$ cat config.mk
export PLATFORM = sky130hd
export DESIGN_NAME = uart_receiver
export DESIGN_NICKNAME = d
export VERILOG_FILES = /design/src/rtl/uart_receiver.sv
export SDC_FILE = /design/constraint.sdc
export NUM_CORES = 1
export LEC_CHECK = 0
export ABC_CLOCK_PERIOD_IN_PS = 2300
export CAP_MARGIN = 5
export CELL_PAD_IN_SITES_DETAIL_PLACEMENT = 0
export CELL_PAD_IN_SITES_GLOBAL_PLACEMENT = 2
export CORE_UTILIZATION = 25
export CTS_BUF_LIST = sky130_fd_sc_hd__clkbuf_2
export CTS_CLUSTER_DIAMETER = 40
export CTS_CLUSTER_SIZE = 30
export DETAILED_ROUTE_END_ITERATION = 12
export PLACE_DENSITY_LB_ADDON = 0.15
export RECOVER_POWER = 100
export SYNTH_ARGS = -nofsm -noshare
export SYNTH_HDL_FRONTEND = slang
export SYNTH_SLANG_ARGS = --single-unit
$ cat constraint.sdc
create_clock -name clk -period 2.3 [get_ports clk]
set_input_delay 0.23 -clock clk [delete_from_list [all_inputs] [get_ports clk]]
set_output_delay 0.23 -clock clk [all_outputs]
set_load 0.05 [all_outputs]
$ cat src/rtl/uart_receiver.sv
`default_nettype none
// ============================================================================
// Module   : uart_receiver
// Purpose  : 8N1 UART receive path. Synchronizes the RX line, qualifies the
//            start bit at mid-bit, samples each data bit at its centre,
//            checks the stop bit and holds the byte in a one-entry
//            ready/valid output register.
// Revision : 1.0 - initial release
// ============================================================================
module uart_receiver #(
  parameter int CLOCK_FREQ = 125_000_000,
  parameter int BAUD_RATE  = 115_200
) (
  input  logic       clk,
  input  logic       reset,
  input  logic       serial_in,
  output logic [7:0] data_out,
  output logic       data_out_valid,
  input  logic       data_out_ready,
  output logic       framing_error,
  output logic       overrun
);

  localparam int SYMBOL_EDGE_TIME    = CLOCK_FREQ / BAUD_RATE;
  localparam int SAMPLE_TIME         = SYMBOL_EDGE_TIME / 2;
  localparam int CLOCK_COUNTER_WIDTH = $clog2(SYMBOL_EDGE_TIME);

  // Counter values at which the start bit (mid-bit) and the following bits
  // (one full bit period after the previous sample) are taken.
  localparam logic [CLOCK_COUNTER_WIDTH-1:0] SAMPLE_LAST =
      CLOCK_COUNTER_WIDTH'(SAMPLE_TIME - 1);
  localparam logic [CLOCK_COUNTER_WIDTH-1:0] SYMBOL_LAST =
      CLOCK_COUNTER_WIDTH'(SYMBOL_EDGE_TIME - 1);
  localparam logic [CLOCK_COUNTER_WIDTH-1:0] COUNTER_ONE =
      CLOCK_COUNTER_WIDTH'(1);

  typedef enum logic [2:0] {
    IDLE    = 3'd0,
    START   = 3'd1,
    DATA    = 3'd2,
    STOP    = 3'd3,
    RECOVER = 3'd4
  } state_e;

  state_e                         state_q;
  logic                           sync1_q;
  logic                           sync2_q;
  logic                           rx;
  logic [CLOCK_COUNTER_WIDTH-1:0] clock_counter_q;
  logic [2:0]                     bit_count_q;
  logic [7:0]                     shift_q;
  logic [7:0]                     shift_d;
  logic                           accept_d;
  logic [7:0]                     data_out_q;
  logic                           data_out_valid_q;
  logic                           framing_error_q;
  logic                           overrun_q;

  assign rx = sync2_q;

  // Two-flop synchronizer on the asynchronous line; idles high so reset
  // cannot fake a start bit.
  always_ff @(posedge clk) begin
    if (reset) begin
      sync1_q <= 1'b1;
      sync2_q <= 1'b1;
    end else begin
      sync1_q <= serial_in;
      sync2_q <= sync1_q;
    end
  end

  // Next shift value (new bit enters at the MSB) and whether the output
  // register can take a new byte this cycle.
  always_comb begin
    shift_d  = {rx, shift_q[7:1]};
    accept_d = !data_out_valid_q || data_out_ready;
  end

  // Receive FSM with bit timer, bit counter, shift register and registered
  // ready/valid output plus error pulses.
  always_ff @(posedge clk) begin
    if (reset) begin
      state_q          <= IDLE;
      clock_counter_q  <= '0;
      bit_count_q      <= '0;
      shift_q          <= '0;
      data_out_q       <= 8'h00;
      data_out_valid_q <= 1'b0;
      framing_error_q  <= 1'b0;
      overrun_q        <= 1'b0;
    end else begin
      framing_error_q <= 1'b0;
      overrun_q       <= 1'b0;
      clock_counter_q <= clock_counter_q + COUNTER_ONE;

      // Consumer handshake; a same-cycle good frame overrides this below.
      if (data_out_valid_q && data_out_ready) begin
        data_out_valid_q <= 1'b0;
      end

      case (state_q)
        IDLE: begin
          clock_counter_q <= '0;
          if (!rx) begin
            state_q <= START;
          end
        end

        START: begin
          if (clock_counter_q == SAMPLE_LAST) begin
            clock_counter_q <= '0;
            bit_count_q     <= '0;
            state_q         <= rx ? IDLE : DATA;
          end
        end

        DATA: begin
          if (clock_counter_q == SYMBOL_LAST) begin
            clock_counter_q <= '0;
            shift_q         <= shift_d;
            if (bit_count_q == 3'd7) begin
              state_q <= STOP;
            end else begin
              bit_count_q <= bit_count_q + 3'd1;
            end
          end
        end

        STOP: begin
          if (clock_counter_q == SYMBOL_LAST) begin
            clock_counter_q <= '0;
            if (rx) begin
              state_q <= IDLE;
              if (accept_d) begin
                data_out_q       <= shift_q;
                data_out_valid_q <= 1'b1;
              end else begin
                overrun_q <= 1'b1;
              end
            end else begin
              framing_error_q <= 1'b1;
              state_q         <= RECOVER;
            end
          end
        end

        RECOVER: begin
          // Wait out a held-low line so a break is not decoded as frames.
          clock_counter_q <= '0;
          if (rx) begin
            state_q <= IDLE;
          end
        end

        default: begin
          clock_counter_q <= '0;
          state_q         <= IDLE;
        end
      endcase
    end
  end

  assign data_out       = data_out_q;
  assign data_out_valid = data_out_valid_q;
  assign framing_error  = framing_error_q;
  assign overrun        = overrun_q;

endmodule
`default_nettype wire

==> results_dict.tcl, run 1 <==
set metrics [dict create \
    crit_path_top_delay_cell "dfxtp_1" \
    boundaryPins 15 \
    seq_area_um2 761 \
    diodes 0 \
    io_buffers 14 \
    yosysTopAreaCell "dfxtp_1" \
    synthDominantCellAreaShare 0.459 \
    firstDrtPassIters 4 \
    layoutNonFillerInstCount 267 \
    synth_top_cells_by_area "dfxtp_1 46%, mux2i_1 9.7%, nor2_1 7.0%, ha_1 3.8%, xnor2_1 2.6%" \
    slew_headroom 0.294 \
    fin_skew_ns 0.0156 \
    fp-row-count 29 \
    worstSetupEndpointType "register" \
    cts-resized-gates 0 \
    post-route-min-period_ns 1.97 \
    synth_cells 171 \
    synth_seq_cells 38 \
    finalCritPeriodShare 0.855 \
    p_int_w 0.000938 \
    synth_edf_count 0 \
    n_fill_cell 678 \
    clk_pin_slew_ns 0.19 \
    post-route-drc-count 0 \
    grt_max_degree 26 \
    tns_ns 0 \
    grt_overflow 0 \
    core_area_um2 6390 \
    grt_setup_unrepaired "false" \
    fmax_mhz 509 \
    cts_tree "done" \
    tightestPinTransition_ns 1.06 \
    synth-seq-area-share 0.459 \
    hold_class "input port to register" \
    die-area_um2 6960 \
    status "complete, no violations" \
    maxCapViolCount 0 \
    worstPathRequired_ns 2.61 \
    grt_pass1_vias 1135 \
    p_sw_w 0.000371 \
    num_vias 1202 \
    numCtsBuffers 5 \
    syn_to_final_growth_pct 17.1 \
    worstSetupStartpointType "register" \
    synth_commonest_cells "38 x dfxtp_1, 31 x nor2_1, 16 x mux2i_1" \
    async_flop_share 0 \
    hold-worst-slack_ns 0.419 \
    initial_core_util 0.260 \
    final_nets 198 \
    track_usage 0.101 \
    avgViaCountPerCell 4.50 \
    crit_chain "or3b_1 -> nor3_1 -> o21ai_1 -> or3_1 -> a21oi_1" \
    ys.flop_type "dfxtp_1" \
    routed_wl_um 3220 \
    critPathBufInv 0 \
    yosysWarningCount 0 \
    multiInputGateArea_um2 838 \
    clock_sinks 38 \
    wl_per_cell_um 12.0 \
    drt_iter0_drc 26 \
    netlist_area_um2 1660 \
    ys_types 38 \
    clock_power_share 0.311 \
    htree_levels 2 \
    avgSynthCellArea_um2 9.69 \
    cp_top_family "simple AND/OR/NAND/NOR gates" \
    grt_antenna_before_repair 0 \
    post-cts-setup-buffers 0 \
    share_comb_of_total_power 0.147 \
    cts-root-buf "clkbuf_2" \
    grt_pass1_wl_um 5600 \
    hold_viol 0 \
    drv_slew 0 \
    dp_hpwl_um 2320 \
    die-width_um 83.4 \
    hold_buffers 0 \
    p_per_area_nw_per_um2 674 \
    crit_path_max_incr_delay_ns 0.51 \
    gp_congestion 0.715 \
    drive_gt1_frac 0.0895 \
    dp.cells 259 \
    setup_viol 0 \
    cts_buffer_depth 2 \
    leakagePower_nw 0.759 \
    insertion_delay_ns 0.38 \
    syn_nets 180 \
    worst_ir_drop_vdd_mv 0.249 \
    p_seq_frac 0.542 \
    cp.arrival_ns 2.28 \
    ant_nets 0 \
    p_sw_frac 0.284 \
    synth_most_common_cell "dfxtp_1" \
    cp_max_fo 9 \
    path_class "register to register" \
    die_h_um 83.4 \
]
## logic make-up after synthesis
group / after synthesis / share of synthesized area
adder cells (fa/ha/maj): 5 / 0.0377
AND/OR/NAND/NOR: 72 / 0.246
multiplexers: 16 / 0.0966
buffers and inverters: 12 / 0.0302
AO/OA/AOI/OAI: 18 / 0.0777
XOR/XNOR: 10 / 0.0528
flip-flops: 38 / 0.459
## power by group through the flow
stage | clock [W] | sequential, W | combinational (W)
2_1_floorplan | 0 | 0.000713 | 0.000161
3_5_place_dp | 0 | 0.000722 | 0.000198
5_1_grt | 0.000468 | 0.000714 | 0.000220
3_3_place_gp | 0 | 0.000720 | 0.000199
6_report | 0.000407 | 0.000709 | 0.000192
4_1_cts | 0.000430 | 0.000709 | 0.000198
## cell type report
type,count,share of cell area
sequential,38,0.392
tap,77,0.0496
clock buffer,5,0.0129
inverter,6,0.0116
multi-input combinational,121,0.432
clock inverter,3,0.0206
timing repair buffer,17,0.0818
## final timing paths
kind	startpoint	endpoint	slack, ns	cells after the start
setup / recovery	state_q[0]	bit_count_q[0]	0.33	5
hold / removal	serial_in	sync1_q	0.42	2
setup reg to reg	state_q[0]	bit_count_q[0]	0.33	5
hold reg to reg	sync1_q	rx	0.45	1
## stage by stage
step	util	area [µm²]	power, W	setup WS, ns
2_1_floorplan	-	1660	0.000874	0.555
3_3_place_gp	0.296	1890	0.000919	0.421
3_5_place_dp	0.296	1890	0.000920	0.371
4_1_cts	0.306	1950	0.00134	0.365
5_1_grt	0.304	1940	0.00140	0.140
6_report	0.304	1940	0.00131	0.334
## state kept, by name, indices dropped and copies added (netlist names)
signal / flops
sync1_q: 1
data_out_valid: 1
bit_count_q: 3
rx: 1
framing_error: 1
clock_counter_q: 11
overrun: 1
data_out: 8
shift_q: 8
state_q: 3
## layout by cell type (no fill, tap or decap), types with 3 or more instances in the layout
master / count
xor2_1: 5
ha_1: 5
o21ai_0: 3
clkbuf_2: 5
nor3_1: 3
or3_1: 3
inv_1: 6
a21oi_1: 5
and3_1: 4
nand3_1: 8
nor2_1: 31
nand2_1: 5
dlygate4sd3_1: 12
xnor2_1: 5
dfxtp_1: 38
mux2i_1: 16
## worst reg2reg max path, delay by kind of cell, from the launching register on
kind | cells | cell delay, ns
AND/OR/NAND/NOR | 3 | 1.07
flip-flops | 1 | 0.51
AO/OA/AOI/OAI | 2 | 0.33
## per-layer routing
layer  track usage  vias to the layer above  wire length [µm]
li1              -                      627                 -
met1         0.138                      554              1700
met2         0.149                       16              1360
met3        0.0308                        5                94
met4        0.0416                        0                59
met5             0                        -                 0
No activity file was read; power rests on OpenSTA's default activity.
==> inputs of run 2 (changes only) <==
- CORE_ASPECT_RATIO: not set -> 1.4
==> run 2 against run 1 <==
Compared with the run above:
- global-route usage increased by 0.18 points
- critical endpoint is now shift_q[0]
- critical path type unchanged
- design area decreased by 1.5%
- fmax decreased by 1.9%
- wire length increased by 3.1%
==> results_dict.tcl, run 2 (synthesis gave the netlist of run 1 again) <==
set metrics [dict create \
    drt_iter0_drc 50 \
    die-width_um 70.8 \
    grt_max_degree 26 \
    layoutNonFillerInstCount 262 \
    cp.arrival_ns 2.25 \
    die_h_um 98.4 \
    grt_antenna_before_repair 0 \
    stdcell_area_um2 1910 \
    ant_nets 0 \
    drv_slew 0 \
    tns_ns 0 \
    avgViaCountPerCell 4.71 \
    status "complete, no violations" \
    largest_reg_flops 11 \
    io_buffers 14 \
    grt_setup_unrepaired "false" \
    firstDrtPassIters 6 \
    cts-resized-gates 0 \
    cts-root-buf "clkbuf_2" \
    syn_to_final_growth_pct 15.4 \
    fmax_mhz 499 \
    diodes 0 \
    die-area_um2 6970 \
    crit_chain "inv_1 -> ha_1 -> nand4b_1 -> nor4_4 -> nand2_1 -> mux2i_1 -> nor2_1" \
    cts_tree "done" \
    fin_skew_ns 0.0211 \
    post-route-drc-count 0 \
    worst_ir_drop_vdd_mv 0.162 \
    worstPathRequired_ns 2.54 \
    hold_class "input port to register" \
    n_fill_cell 673 \
    final_common_cell "dfxtp_1" \
    finalCritPeriodShare 0.872 \
    cp_top_family "simple AND/OR/NAND/NOR gates" \
    clk_pin_slew_ns 0.18 \
    largest-register "clock_counter_q" \
    dpl_cell_area_um2 1880 \
    worstSetupStartpointType "register" \
    crit_path_max_incr_delay_ns 0.39 \
    crit_path_top_delay_cell "dfxtp_1" \
    grt_overflow 0 \
    num_vias 1234 \
    gp_congestion 0.705 \
    leakagePower_nw 0.746 \
    critPathBufInv 1 \
    hold-worst-slack_ns 0.427 \
    post-cts-setup-buffers 0 \
    boundaryPins 15 \
    hold_viol 0 \
    final_nets 198 \
    setup_viol 0 \
    clock_sinks 38 \
    initial_core_util 0.263 \
    insertion_delay_ns 0.39 \
    wl_per_cell_um 12.7 \
    routed_wl_um 3320 \
    grt_pass1_vias 1207 \
    htree_levels 2 \
    worstSetupEndpointType "register" \
    tightestPinTransition_ns 1.05 \
    hold_buffers 0 \
    slew_headroom 0.300 \
    core_area_um2 6300 \
    fp-row-count 34 \
    grt_pass1_wl_um 5580 \
    numCtsBuffers 5 \
    cts_buffer_depth 2 \
    layout_common_cells "38 x dfxtp_1, 31 x nor2_1, 16 x mux2i_1" \
    path_class "register to register" \
    p_per_area_nw_per_um2 628 \
    cp_max_fo 8 \
    post-route-min-period_ns 2.01 \
    dp_hpwl_um 2450 \
    dp.cells 254 \
    track_usage 0.103 \
    maxCapViolCount 0 \
    drive_gt1_frac 0.0895 \
]
run 2: final timing paths:
check / startpoint / to / slack, ns / depth (start not counted)
hold reg to reg: sync1_q / rx / 0.44 / 1
setup reg to reg: clock_counter_q[0] / shift_q[0] / 0.29 / 7
setup / recovery: clock_counter_q[0] / shift_q[0] / 0.29 / 7
hold / removal: serial_in / sync1_q / 0.43 / 2
run 2: per-layer routing:
metal | wire [µm] | track usage | vias up | share of wire
met1 | 1400 | 0.107 | 582 | 0.42
met3 | 83 | 0.0310 | 4 | 0.025
met4 | 49 | 0.0462 | 0 | 0.015
li1 | - | - | 629 | -
met2 | 1790 | 0.189 | 19 | 0.54
met5 | 0 | 0 | - | 0
run 2: metrics by stage:
| step | util | setup slack (ns) | power, W |
|---|---|---|---|
| after floorplan | - | 0.555 | 0.000874 |
| after global placement | 0.299 | 0.375 | 0.000924 |
| after detailed placement | 0.299 | 0.338 | 0.000927 |
| after CTS | 0.305 | 0.309 | 0.00123 |
| after global routing | 0.304 | 0.0933 | 0.00128 |
| final | 0.304 | 0.294 | 0.00120 |
run 2: final cells by class:
class / instances / area [µm²] / area share
multi-input cells: 121 / 842 / 0.440
repair buffers: 17 / 159 / 0.0831
clock inverters: 2 / 8.76 / 0.00458
flip-flops and latches: 38 / 761 / 0.398
clock buffers: 6 / 30.0 / 0.0157
inverters: 6 / 22.5 / 0.0118
well taps: 72 / 90.1 / 0.0471
run 2: where the power goes:
group	total, W	switching (W)	internal [W]	leakage (nW)
clock network	0.000291	0.000216	0.0000749	0.0304
logic	0.000201	0.000123	0.0000783	0.409
registers	0.000710	0.0000313	0.000679	0.307
==> inputs of run 3 (changes only) <==
- SKIP_LAST_GASP: not set -> 1
==> results of run 3 <==
No change in the layout: final DEF, timing and power equal those of run 2.
